==> src/rtl/sfifo_rd_packer_pkg.sv <==
// Shared sizing defaults and lane helpers for the FIFO read-side packer.
// Lane k of a packed word occupies bits [k*WIDTH +: WIDTH].
package sfifo_rd_packer_pkg;

  localparam int WIDTH_DEF = 8;
  localparam int RATIO_DEF = 4;

  // Lane counter must hold RATIO itself, so one bit more than the lane index.
  function automatic int lane_cnt_width(input int ratio);
    return $clog2(ratio) + 1;
  endfunction

  function automatic int lane_lo(input int lane, input int width);
    return lane * width;
  endfunction

endpackage

==> src/rtl/sfifo_rd_packer_if.sv <==
// FIFO read port, flush request and packed output stream of the packer.
// master = packer side, slave = FIFO/downstream side.
interface sfifo_rd_packer_if #(
  parameter int WIDTH = sfifo_rd_packer_pkg::WIDTH_DEF,
  parameter int RATIO = sfifo_rd_packer_pkg::RATIO_DEF
);

  logic                     rempty;
  logic [WIDTH-1:0]         rdata;
  logic                     rinc;
  logic                     flush;
  logic                     m_valid;
  logic                     m_ready;
  logic [WIDTH*RATIO-1:0]   m_data;
  logic [RATIO-1:0]         m_keep;

  modport master (
    input  rempty, rdata, flush, m_ready,
    output rinc, m_valid, m_data, m_keep
  );

  modport slave (
    output rempty, rdata, flush, m_ready,
    input  rinc, m_valid, m_data, m_keep
  );

endinterface

==> src/rtl/sfifo_rd_packer.sv <==
// Packs RATIO FIFO words into one wide word; one FIFO read per 2 cycles, output 1 cycle after last lane lands.
// Output stall with a full accumulator holds rinc low, so back-pressure reaches the FIFO.
module sfifo_rd_packer
  import sfifo_rd_packer_pkg::*;
#(
  parameter int WIDTH = WIDTH_DEF,
  parameter int RATIO = RATIO_DEF
) (
  input  logic               clk,
  input  logic               rst_n,
  sfifo_rd_packer_if.master  bus
);

  localparam int              LW    = lane_cnt_width(RATIO);
  localparam int              DW    = WIDTH * RATIO;
  localparam logic [LW-1:0]   LANES = LW'(RATIO);

  logic             guard_q,      guard_d;
  logic             rd_pend_q,    rd_pend_d;
  logic             flush_pend_q, flush_pend_d;
  logic [LW-1:0]    lane_cnt_q,   lane_cnt_d;
  logic [DW-1:0]    acc_q,        acc_d;
  logic             m_valid_q,    m_valid_d;
  logic [DW-1:0]    m_data_q,     m_data_d;
  logic [RATIO-1:0] m_keep_q,     m_keep_d;

  logic lane_full;
  logic out_free;
  logic xfer;
  logic flush_drop;
  logic rinc;

  assign lane_full  = (lane_cnt_q == LANES);
  assign out_free   = !m_valid_q || bus.m_ready;
  // A flush only moves the word once any in-flight read has landed.
  assign xfer       = out_free &&
                      (lane_full || (flush_pend_q && !rd_pend_q && (lane_cnt_q != '0)));
  assign flush_drop = flush_pend_q && !rd_pend_q && (lane_cnt_q == '0);
  // rempty lags the read pointer by a cycle, hence at most every other cycle.
  assign rinc       = guard_q && !bus.rempty && !rd_pend_q && !flush_pend_q &&
                      (lane_cnt_q < LANES);

  always_comb begin
    guard_d      = 1'b1;
    rd_pend_d    = rinc;
    flush_pend_d = flush_pend_q || bus.flush;
    lane_cnt_d   = lane_cnt_q;
    acc_d        = acc_q;
    m_valid_d    = m_valid_q;
    m_data_d     = m_data_q;
    m_keep_d     = m_keep_q;

    if (rd_pend_q) begin
      for (int k = 0; k < RATIO; k++) begin
        if (lane_cnt_q == LW'(k)) begin
          acc_d[lane_lo(k, WIDTH) +: WIDTH] = bus.rdata;
        end
      end
      lane_cnt_d = lane_cnt_q + LW'(1);
    end

    // Accumulate and transfer are mutually exclusive, so acc_q is final here.
    if (xfer) begin
      m_data_d     = acc_q;
      for (int k = 0; k < RATIO; k++) begin
        m_keep_d[k] = (LW'(k) < lane_cnt_q);
      end
      m_valid_d    = 1'b1;
      lane_cnt_d   = '0;
      acc_d        = '0;
      flush_pend_d = 1'b0;
    end else if (m_valid_q && bus.m_ready) begin
      m_valid_d    = 1'b0;
    end

    if (flush_drop) begin
      flush_pend_d = 1'b0;
    end
  end

  always_ff @(posedge clk or negedge rst_n) begin
    if (!rst_n) begin
      guard_q      <= 1'b0;
      rd_pend_q    <= 1'b0;
      flush_pend_q <= 1'b0;
      lane_cnt_q   <= '0;
      acc_q        <= '0;
      m_valid_q    <= 1'b0;
      m_data_q     <= '0;
      m_keep_q     <= '0;
    end else begin
      guard_q      <= guard_d;
      rd_pend_q    <= rd_pend_d;
      flush_pend_q <= flush_pend_d;
      lane_cnt_q   <= lane_cnt_d;
      acc_q        <= acc_d;
      m_valid_q    <= m_valid_d;
      m_data_q     <= m_data_d;
      m_keep_q     <= m_keep_d;
    end
  end

  assign bus.rinc    = rinc;
  assign bus.m_valid = m_valid_q;
  assign bus.m_data  = m_data_q;
  assign bus.m_keep  = m_keep_q;

  a_no_b2b_read: assert property (@(posedge clk) disable iff (!rst_n) rinc |=> !rinc);
  a_lane_sat:    assert property (@(posedge clk) disable iff (!rst_n) lane_cnt_q <= LANES);

endmodule

==> src/flat_wrapper.sv <==
// flat-port wrapper written by rule: the top's interface ports become plain ports
module sfifo_rd_packer_flat import sfifo_rd_packer_pkg::*;
#(
  parameter int WIDTH = WIDTH_DEF,
  parameter int RATIO = RATIO_DEF
)
  (clk, rst_n, bus_rempty, bus_rdata, bus_flush, bus_m_ready, bus_rinc, bus_m_valid, bus_m_data, bus_m_keep);
  sfifo_rd_packer_if #(.WIDTH(WIDTH), .RATIO(RATIO)) bus_i ();
  input  logic clk;
  input  logic rst_n;
  input wire logic [$bits(bus_i.rempty)-1:0] bus_rempty;
  input wire logic [$bits(bus_i.rdata)-1:0] bus_rdata;
  input wire logic [$bits(bus_i.flush)-1:0] bus_flush;
  input wire logic [$bits(bus_i.m_ready)-1:0] bus_m_ready;
  output wire logic [$bits(bus_i.rinc)-1:0] bus_rinc;
  output wire logic [$bits(bus_i.m_valid)-1:0] bus_m_valid;
  output wire logic [$bits(bus_i.m_data)-1:0] bus_m_data;
  output wire logic [$bits(bus_i.m_keep)-1:0] bus_m_keep;
  assign bus_i.rempty = bus_rempty;
  assign bus_i.rdata = bus_rdata;
  assign bus_i.flush = bus_flush;
  assign bus_i.m_ready = bus_m_ready;
  assign bus_rinc = bus_i.rinc;
  assign bus_m_valid = bus_i.m_valid;
  assign bus_m_data = bus_i.m_data;
  assign bus_m_keep = bus_i.m_keep;
  sfifo_rd_packer #(.WIDTH(WIDTH), .RATIO(RATIO)) u_core (.clk(clk), .rst_n(rst_n), .bus(bus_i));
endmodule
==> config.mk <==
export PLATFORM = sky130hd
export DESIGN_NAME = sfifo_rd_packer_flat
export DESIGN_NICKNAME = d
export VERILOG_FILES = /design/src/rtl/sfifo_rd_packer_pkg.sv /design/src/rtl/sfifo_rd_packer_if.sv /design/src/rtl/sfifo_rd_packer.sv /design/src/flat_wrapper.sv
export SDC_FILE = /design/constraint.sdc
export NUM_CORES = 1
export LEC_CHECK = 0
export CORE_MARGIN = 2
export CORE_UTILIZATION = 52
export DETAILED_ROUTE_END_ITERATION = 16
export GPL_TIMING_DRIVEN = 0
export MAX_ROUTING_LAYER = met4
export PLACE_DENSITY = 0.74
export SYNTH_ARGS = -nofsm -noshare
export SYNTH_HDL_FRONTEND = slang
export SYNTH_SLANG_ARGS = --single-unit
==> constraint.sdc <==
create_clock -name clk -period 2.96 [get_ports clk]
set_clock_uncertainty 0.05 [all_clocks]
set_input_delay 0.74 -clock clk [delete_from_list [all_inputs] [get_ports clk]]
set_output_delay 0.74 -clock clk [all_outputs]
set_load 0.05 [all_outputs]
==> results of run 1 <==
[layout make-up]
class,count,share of cell area
buffer,15,0.0212
clock buffer,13,0.0363
clock inverter,3,0.00392
inverter,6,0.00588
multi-input combinational,142,0.282
sequential,75,0.490
tap,72,0.0235
timing repair buffer,51,0.137
[state kept, by name, summed over array words and instances (netlist names)]
name,count
u_core.rd_pend_q,1
u_core.guard_q,1
u_core.lane_cnt_q,3
u_core.bus.m_data,32
u_core.flush_pend_q,1
u_core.acc_q,32
u_core.bus.m_keep,4
u_core.bus.m_valid,1
[cells by family (layout without fill, tap and decap cells)]
group	after synthesis	count (layout)	synth area share
other	1	1	0.00123
multiplexers	60	60	0.210
AND/OR/NAND/NOR	61	61	0.0908
buffers and inverters	21	88	0.0339
AO/OA/AOI/OAI	16	16	0.0360
XOR/XNOR	1	1	0.00286
flip-flops	75	75	0.613
adder cells (fa/ha/maj)	3	3	0.0123
[worst register-to-register path, stage by stage (launching register included)]
cell      delay, ns
dfrtp_1        0.35
clkbuf_1       0.25
inv_1          0.13
ha_1           0.26
or3b_1         0.42
a221oi_4       0.43
buf_4          0.29
mux2_1         0.34
[layout by cell type, fill, tap and decap left out, types with 2 or more instances in the layout]
cell,instances
mux2i_1,27
mux2_2,3
buf_2,2
inv_1,6
nor2_1,28
clkinv_2,3
mux2_1,30
ha_1,3
nand3b_1,2
buf_4,7
nand2b_1,2
dfrtp_1,75
clkbuf_1,11
clkdlybuf4s50_1,48
clkbuf_8,9
nand2_1,19
a21oi_1,11
[worst min-delay path by stage]
stage	endpoint	cells past startpoint	slack, ns
finish	u_core.bus.m_data[28]$_DFFE_PN0P_	1	0.24
global route	u_core.bus.m_data[28]$_DFFE_PN0P_	1	0.25
CTS	u_core.bus.m_data[28]$_DFFE_PN0P_	1	0.23
detailed placement	u_core.rd_pend_q$_DFF_PN0_	1	0.42
global placement	u_core.rd_pend_q$_DFF_PN0_	1	0.41
floorplan	u_core.acc_q[0]$_DFFE_PN0P_	0	0.39
[power groups by stage]
stage	sequential [uW]	combinational [uW]	clock, uW
final	1580	1890	650
after global routing	1630	2040	709
after CTS	1590	1910	664
after detailed placement	1600	1910	0
after global placement	1590	1880	0
after floorplan	2200	699	0
[per-stage QoR]
stage	area (sq um)	cells	setup slack (ns)	setup TNS (ns)	hold WS, ns
after global placement	3650	360	-1.44	-107.58	0.407
after global routing	3830	377	0.0415	0	0.245
final	3830	377	0.200	0	0.240
after detailed placement	3680	361	-0.0884	-0.0884	0.422
after floorplan	3060	238	0.652	0	0.394
after CTS	3830	377	0.187	0	0.233
[metal layers]
metal	global-route usage	vias up	part of all wire
li1	-	923	-
met1	0.307	974	0.50
met2	0.298	50	0.45
met3	0.0348	8	0.037
met4	0.0966	0	0.011
met5	-	-	0
==> key figures, run 1 <==
Power
  • P_int: 2400 uW
  • Fraction of power consumed by sequential logic: 0.384
  • Switching portion of total power: 0.419
  • Clock power frac: 0.157
  • Final Total Pwr: 4130 uW
  • Net Sw Power: 1730 uW
  • Worst vdd ir: 0.763 mV
  • Power share of the combinational group: 0.459
  • PD cells: 1080 nW/um^2
  • Pleak: 0.00193 uW

Synth
  • Sequential area share after synthesis: 0.613
  • Yosys reg bits: 75
  • Synth Cell Area: 3060 sq um
  • Synth area leaders: dfrtp_1 61%, mux2_1 11%, mux2i_1 8.8%, nor2_1 3.4%, nand2_1 2.3%
  • Synth Instances: 238
  • Most common cell in the netlist: dfrtp_1
  • Yosys top cell area share: 0.613
  • Synth cell types: 31
  • Synthesized area per cell: 12.9 sq um
  • Leading post-synthesis cells by instance count: 75 x dfrtp_1, 30 x mux2_1, 28 x nor2_1
  • Async S/R FF share, synth: 1.00
  • Warnings from Yosys: 0
  • Synth area leader: dfrtp_1
  • Top FF cell, synth: dfrtp_1
  • Mapped Nets: 254
  • EDFF count, synth: 0

Status
  • Status: completed

Finish
  • Layout area overhead: 25.1%
  • FILL cells: 448
  • Multi-input combinational cell area: 1080 sq um
  • Layout cells sized above 1: 0.0885
  • FF+latch area: 1880 sq um
  • Fin nets: 316
  • Final Util: 0.683
  • ANT cells: 0

Route
  • Total Wirelength: 5840 microns
  • Via count: 1,955
  • Initial drt markers: 156
  • Drc violations: 0
  • Antenna viol nets, final: 0
  • Drt wl/cell: 15.5 microns
  • DR pass1 iterations: 4
  • Post-detailed-route via-to-cell ratio: 5.19

Timing
  • Max frequency: 362 MHz
  • Tmin final: 2.76 ns
  • Final hold violation count: 0
  • RSZ-0062 raised after global routing: false
  • Worst Tran Pin Value: 0.673 ns
  • Fin crit share: 0.932
  • Worst rel slew slack: 0.552
  • Slew Viols, Final: 0
  • Final setup viols: 0

Clock tree
  • Hold-fix buffers, CTS: 0
  • CTS tree: yes
  • Clk buf depth: 2
  • Clock sinks: 75
  • Worst-path clk slew: 0.07 ns
  • Max H-tree Level: 3
  • Post-CTS setup buffers: 0
  • Cts bufs inserted: 9
  • CTS Root Cell: clkbuf_8
  • Clock Latency Late Sink: 0.34 ns
  • Post-CTS sizing: 1

Die
  • Die H: 80.7 microns
  • Width of the chip: 80.7 microns
  • Starting Density: 0.546
  • Total die area: 6510 sq um
  • Core Box Area: 5610 sq um
  • Num rows: 27
  • I/O pins: 51

Worst setup path
  • Reg-to-reg setup timing slack: 0.31 ns
  • Slowest-stage cell, CP: dlygate4sd2_1
  • Highest cell delay on the worst timing path: 0.52 ns
  • Crit path buffers/inverters: 2
  • Ordered list of cells on the worst path: clkdlybuf4s50_1 > nor4_1 > and2_1 > dlygate4sd2_1
  • Reg2reg path depth: 7
  • End point of the critical path: bus_rinc
  • Setup crit start kind: primary input
  • Worst-path maximum fanout: 2
  • Critical path startpoint: bus_rempty
  • Cell family with most CP delay: buffers and inverters
  • Critical path endpoint category: output port
  • Critical path class: primary input to output port
  • Crit path arrival time: 1.97 ns
  • Levels on crit path: 4
  • End of the worst register-to-register path: u_core.bus.m_data[23]$_DFFE_PN0P_
  • RR Startpoint: u_core.lane_cnt_q[0]$_DFFE_PN0P_
  • Crit path required time: 2.17 ns

Min path
  • Hold Path Class: primary input to asynchronous set/reset pin

GRT
  • Global route overflow: 0
  • Vias in the first global route: 1,968
  • Initial antenna violation count: 0
  • Largest net degree at the start of global routing: 54
  • GRT Util Overall: 0.213
  • First-pass GRT wire length: 9850 microns

Placement
  • Routability cong.: 0.744
  • Number of port buffers: 50
  • Detailed Place HPWL: 3990 microns

Job
  • MaxCap Viol Count: 0
Power figures use the tool's default switching activity.
==> run 2, diff against run 1 <==
- PLACE_DENSITY: 0.74 -> 0.82
==> run 2 against run 1 <==
Compared with the run above: flip-flop and latch count unchanged; non-clock buffer count unchanged; power increased by 3.2%; setup slack got worse by 0.0069 ns; cell count unchanged; design area increased by 1.0%; sequential power about the same; register-to-register slack got worse by 0.03 ns; first-iteration DRC count decreased by 20%.
==> key figures, run 2 (synthesized netlist as in run 1, its figures left out) <==
Finish
  • ANT cells: 0 (unchanged)
  • Non-Filler Instances: 377 (unchanged)
  • Layout area overhead: 26.4% (was 25.1%)
  • Fin nets: 316 (unchanged)
  • Leading cell type in the layout, fill and taps excluded: dfrtp_1 (unchanged)
  • Post-route cell area: 3870 sq um (was 3830 sq um)
  • Commonest cells after routing, fill and taps aside: 75 x dfrtp_1, 48 x clkdlybuf4s50_1, 30 x mux2_1 (unchanged)
  • Layout cells sized above 1: 0.0951 (was 0.0885)

Power
  • Clock power frac: 0.182 (was 0.157)
  • Worst vdd ir: 0.561 mV (was 0.763 mV)
  • Net Sw Power: 1770 uW (was 1730 uW)
  • Switching portion of total power: 0.416 (was 0.419)
  • Power share of the combinational group: 0.445 (was 0.459)
  • P_int: 2490 uW (was 2400 uW)
  • PD cells: 1100 nW/um^2 (was 1080 nW/um^2)
  • Pleak: 0.00194 uW (was 0.00193 uW)
  • Fraction of power consumed by sequential logic: 0.373 (was 0.384)

GRT
  • Largest net degree at the start of global routing: 55 (was 54)
  • First-pass GRT wire length: 9660 microns (was 9850 microns)
  • Initial antenna violation count: 0 (unchanged)
  • GRT Util Overall: 0.209 (was 0.213)
  • Vias in the first global route: 1,997 (was 1,968)
  • Global route overflow: 0 (unchanged)

Die
  • Width of the chip: 80.7 microns (unchanged)
  • Total die area: 6510 sq um (unchanged)
  • Die H: 80.7 microns (unchanged)
  • Core Box Area: 5610 sq um (unchanged)
  • Starting Density: 0.546 (unchanged)
  • Num rows: 27 (unchanged)
  • I/O pins: 51 (unchanged)

Route
  • Drt wl/cell: 15.5 microns (about the same)
  • Drc violations: 0 (unchanged)
  • Total Wirelength: 5830 microns (was 5840 microns)
  • Post-detailed-route via-to-cell ratio: 5.25 (was 5.19)
  • Antenna viol nets, final: 0 (unchanged)
  • Via count: 1,981 (was 1,955)
  • DR pass1 iterations: 4 (unchanged)
  • Initial drt markers: 125 (was 156)

Clock tree
  • Cts bufs inserted: 9 (unchanged)
  • Max H-tree Level: 3 (unchanged)
  • CTS Root Cell: clkbuf_8 (unchanged)
  • Worst-path clk slew: 0.08 ns (was 0.07 ns)
  • Hold-fix buffers, CTS: 0 (unchanged)
  • Clock Latency Late Sink: 0.35 ns (was 0.34 ns)
  • Post-CTS sizing: 1 (unchanged)
  • Clock sinks: 75 (unchanged)
  • Post-CTS setup buffers: 0 (unchanged)
  • Clk buf depth: 2 (unchanged)
  • CTS tree: yes (unchanged)

Timing
  • Setup TNS: 0 ns (unchanged)
  • Fin crit share: 0.935 (was 0.932)
  • Final hold violation count: 0 (unchanged)
  • Hold slack: 0.229 ns (was 0.240 ns)
  • Worst Tran Pin Value: 0.638 ns (was 0.673 ns)
  • Slew Viols, Final: 0 (unchanged)
  • Final setup viols: 0 (unchanged)
  • Worst rel slew slack: 0.575 (was 0.552)
  • Max frequency: 361 MHz (was 362 MHz)
  • Tmin final: 2.77 ns (was 2.76 ns)
  • Post-route setup slack: 0.193 ns (was 0.200 ns)
  • RSZ-0062 raised after global routing: false (unchanged)

Worst setup path
  • Crit path arrival time: 1.98 ns (was 1.97 ns)
  • Critical path endpoint category: output port (unchanged)
  • Worst-path maximum fanout: 2 (unchanged)
  • Setup crit start kind: primary input (unchanged)
  • Critical path class: primary input to output port (unchanged)
  • Crit path required time: 2.17 ns (about the same)

Job
  • MaxCap Viol Count: 0 (unchanged)

Placement
  • Placed Area: 3680 sq um (unchanged)
  • Post-Place Worst Slack: -0.0973 ns (was -0.0884 ns)
  • Routability cong.: 0.743 (was 0.744)
  • Detailed Place HPWL: 4080 microns (was 3990 microns)
  • Dpl cells: 361 (unchanged)
  • Number of port buffers: 50 (unchanged)

Min path
  • Hold Path Class: primary input to asynchronous set/reset pin (unchanged)

Status
  • Status: completed (unchanged)
==> run 2: power groups by stage <==
stage,combinational (uW),clock [uW],sequential (uW)
finish,1900,773,1590
global route,2030,829,1630
CTS,1920,789,1590
detailed placement,1910,0,1610
global placement,1870,0,1590
floorplan,699,0,2200
==> run 2: final timing paths <==
kind	from	end	slack (ns)	cells past startpoint
worst max-delay path	bus_rempty	bus_rinc	0.19	4
worst min-delay path	rst_n	u_core.acc_q[9]$_DFFE_PN0P_	0.23	1
worst max register to register	u_core.lane_cnt_q[0]$_DFFE_PN0P_	u_core.bus.m_data[8]$_DFFE_PN0P_	0.28	7
worst min register to register	u_core.bus.m_data[27]$_DFFE_PN0P_	u_core.bus.m_data[27]$_DFFE_PN0P_	0.44	1
max in group asynchronous	rst_n	u_core.acc_q[0]$_DFFE_PN0P_	2.08	2
min in group clk	u_core.bus.m_data[27]$_DFFE_PN0P_	u_core.bus.m_data[27]$_DFFE_PN0P_	0.44	1
==> run 2: per-stage QoR <==
step           power (uW)   util
2_1_floorplan        2900      -
3_3_place_gp         3460  0.651
3_5_place_dp         3520  0.656
6_report             4260  0.690
5_1_grt              4480  0.690
4_1_cts              4300  0.690
==> run 2: final cells by class <==
class	count	area [sq um]
flip-flops and latches	75	1880
fillers	436	1740
multi-input cells	142	1080
repair buffers	51	524
clock buffers	11	131
well taps	72	90.1
plain buffers	15	81.3
clock inverters	5	62.6
inverters	6	22.5
==> run 2: critical path: stages <==
cell             delay [ns]
clkdlybuf4s50_1        0.40
nor4_1                 0.13
and2_1                 0.18
dlygate4sd2_1          0.53
==> run 2: layer usage <==
metal / vias up / part of all wire / track usage
li1: 925 / - / -
met5: - / 0 / -
met2: 52 / 0.47 / 0.306
met4: 0 / 0.024 / 0.108
met1: 994 / 0.46 / 0.282
met3: 10 / 0.053 / 0.0337
==> run 3, diff against run 2 <==
- CTS_CLUSTER_DIAMETER: not set -> 50
- SETUP_SLACK_MARGIN: not set -> 0.4
==> run 3 against run 2 <==
Compared with the run above: critical path depth increased by 4; sequential share of layout area decreased by 0.54 points; power increased by 1.5%; cell count increased by 0.80%; largest power group unchanged; highest routed layer unchanged.
==> key figures, run 3 (synthesized netlist as in run 1, its figures left out) <==
Worst setup path
  • Critical path startpoint: u_core.lane_cnt_q[0]$_DFFE_PN0P_ (was bus_rempty)
  • Critical path class: register to register (was primary input to output port)
  • Reg-to-reg setup timing slack: 0.49 ns (was 0.28 ns)
  • End of the worst register-to-register path: u_core.bus.m_data[5]$_DFFE_PN0P_ (was u_core.bus.m_data[8]$_DFFE_PN0P_)
  • Crit path required time: 3.13 ns (was 2.17 ns)
  • Critical path endpoint category: register (was output port)
  • Worst-path maximum fanout: 10 (was 2)
  • Reg2reg path depth: 8 (was 7)
  • Crit path arrival time: 2.64 ns (was 1.98 ns)
  • Ordered list of cells on the worst path: clkbuf_2 > inv_1 > ha_1 > or3b_1 > a221oi_4 > buf_12 > buf_4 > mux2_1 (was clkdlybuf4s50_1 > nor4_1 > and2_1 > dlygate4sd2_1)
  • Slowest-stage cell, CP: or3b_1 (was dlygate4sd2_1)
  • RR Startpoint: u_core.lane_cnt_q[0]$_DFFE_PN0P_ (unchanged)
  • Cell family with most CP delay: buffers and inverters (unchanged)
  • End point of the critical path: u_core.bus.m_data[5]$_DFFE_PN0P_ (was bus_rinc)
  • Setup crit start kind: register (was primary input)
  • Crit path buffers/inverters: 4 (was 2)
  • Levels on crit path: 8 (was 4)
  • Highest cell delay on the worst timing path: 0.42 ns (was 0.53 ns)

Placement
  • Number of port buffers: 50 (unchanged)
  • Placed Area: 3680 sq um (unchanged)
  • Routability cong.: 0.743 (unchanged)
  • Post-Place Worst Slack: -0.0973 ns (unchanged)
  • Detailed Place HPWL: 4080 microns (unchanged)

Min path
  • Hold Path Class: primary input to asynchronous set/reset pin (unchanged)

Timing
  • Slew Viols, Final: 0 (unchanged)
  • Hold slack: 0.228 ns (was 0.229 ns)
  • Setup TNS: 0 ns (unchanged)
  • Tmin final: 2.47 ns (was 2.77 ns)
  • Worst rel slew slack: 0.575 (about the same)
  • RSZ-0062 raised after global routing: false (unchanged)
  • Fin crit share: 0.833 (was 0.935)
  • Worst Tran Pin Value: 0.637 ns (was 0.638 ns)
  • Post-route setup slack: 0.493 ns (was 0.193 ns)
  • Final setup viols: 0 (unchanged)
  • Max frequency: 405 MHz (was 361 MHz)
  • Final hold violation count: 0 (unchanged)

GRT
  • Largest net degree at the start of global routing: 55 (unchanged)
  • Global route overflow: 0 (unchanged)
  • GRT Util Overall: 0.211 (was 0.209)
  • Initial antenna violation count: 0 (unchanged)
  • First-pass GRT wire length: 9780 microns (was 9660 microns)
  • Vias in the first global route: 2,018 (was 1,997)

Finish
  • Fin nets: 319 (was 316)
  • FILL cells: 429 (was 436)
  • Layout cells sized above 1: 0.117 (was 0.0951)
  • Commonest cells after routing, fill and taps aside: 75 x dfrtp_1, 48 x clkdlybuf4s50_1, 30 x mux2_1 (unchanged)
  • Post-route cell area: 3910 sq um (was 3870 sq um)
  • Layout area overhead: 27.8% (was 26.4%)
  • Leading cell type in the layout, fill and taps excluded: dfrtp_1 (unchanged)
  • FF+latch area: 1880 sq um (unchanged)
  • ANT cells: 0 (unchanged)
  • Final Util: 0.698 (was 0.690)
  • Multi-input combinational cell area: 1080 sq um (unchanged)

Die
  • Core Box Area: 5610 sq um (unchanged)
  • Num rows: 27 (unchanged)
  • Starting Density: 0.546 (unchanged)
  • Width of the chip: 80.7 microns (unchanged)
  • I/O pins: 51 (unchanged)
  • Total die area: 6510 sq um (unchanged)
  • Die H: 80.7 microns (unchanged)

Clock tree
  • Clock sinks: 75 (unchanged)
  • Clock Latency Late Sink: 0.34 ns (was 0.35 ns)
  • CTS tree: yes (unchanged)
  • CTS Root Cell: clkbuf_8 (unchanged)
  • Max H-tree Level: 3 (unchanged)
  • Hold-fix buffers, CTS: 0 (unchanged)
  • Worst-path clk slew: 0.08 ns (about the same)
  • Clk buf depth: 2 (unchanged)
  • Cts bufs inserted: 9 (unchanged)

Power
  • PD cells: 1110 nW/um^2 (was 1100 nW/um^2)
  • P_int: 2540 uW (was 2490 uW)
  • Worst vdd ir: 0.563 mV (was 0.561 mV)
  • Power share of the combinational group: 0.453 (was 0.445)
  • Switching portion of total power: 0.413 (was 0.416)
  • Pleak: 0.00196 uW (was 0.00194 uW)
  • Clock power frac: 0.179 (was 0.182)
  • Net Sw Power: 1780 uW (was 1770 uW)
  • Fraction of power consumed by sequential logic: 0.368 (was 0.373)

Job
  • MaxCap Viol Count: 0 (unchanged)

Route
  • DR pass1 iterations: 4 (unchanged)
  • Antenna viol nets, final: 0 (unchanged)
  • Drc violations: 0 (unchanged)
  • Drt wl/cell: 15.5 microns (about the same)
  • Via count: 1,991 (was 1,981)
  • Post-detailed-route via-to-cell ratio: 5.24 (was 5.25)
  • Initial drt markers: 157 (was 125)
  • Total Wirelength: 5870 microns (was 5830 microns)

Status
  • Status: completed (unchanged)
==> run 3: cell types whose count changed in the layout (fill, tap and decap cells not counted) <==
| cell | previous run | this run |
|---|---|---|
| buf_12 | 0 | 1 |
| buf_2 | 2 | 1 |
| buf_4 | 7 | 10 |
| buf_6 | 0 | 1 |
| clkbuf_1 | 9 | 6 |
| clkbuf_2 | 0 | 3 |
| dlygate4sd2_1 | 1 | 0 |
==> run 3: worst min path at each step <==
stage,from,end,slack (ns),depth (start not counted)
detailed placement,u_core.bus.m_data[27]$_DFFE_PN0P_,u_core.bus.m_data[27]$_DFFE_PN0P_,0.42,1
finish,rst_n,u_core.acc_q[9]$_DFFE_PN0P_,0.23,1
global route,rst_n,u_core.acc_q[12]$_DFFE_PN0P_,0.24,1
floorplan,rst_n,u_core.acc_q[0]$_DFFE_PN0P_,0.39,0
CTS,rst_n,u_core.acc_q[9]$_DFFE_PN0P_,0.22,1
global placement,u_core.guard_q$_DFF_PN0_,u_core.rd_pend_q$_DFF_PN0_,0.41,1
==> run 3: final cells by class <==
cell class              count  area share
clock buffers              11      0.0336
plain buffers              15      0.0233
repair buffers             54       0.143
clock inverters             5      0.0160
inverters                   6     0.00576
flip-flops and latches     75       0.480
well taps                  72      0.0230
multi-input cells         142       0.276
==> run 3: repair_timing <==
item                                    CTS  global route
buffers inserted                          3             0
resized for setup                         8             6
pin swaps                                 1             0
endpoints found under the setup margin   62            39
==> run 3: metrics by stage <==
step / std cells / power (uW)
detailed placement: 361 / 3520
global route: 380 / 4550
CTS: 380 / 4360
finish: 380 / 4320
floorplan: 238 / 2900
global placement: 360 / 3460
==> run 3: power groups by stage <==
stage                     clock [uW]  combinational (uW)  sequential (uW)
after floorplan                    0                 699             2200
after global placement             0                1870             1590
after detailed placement           0                1910             1610
after CTS                        789                1980             1590
after global routing             829                2090             1630
final                            774                1960             1590
==> run 3: routing by layer <==
metal / GRT usage / share of wire / wire length (microns) / vias to the layer above
met4: 0.108 / 0.024 / 138 / 0
met5: - / 0 / 0 / -
met2: 0.309 / 0.47 / 2760 / 57
met1: 0.285 / 0.45 / 2670 / 996
li1: - / - / - / 928
met3: 0.0337 / 0.051 / 297 / 10
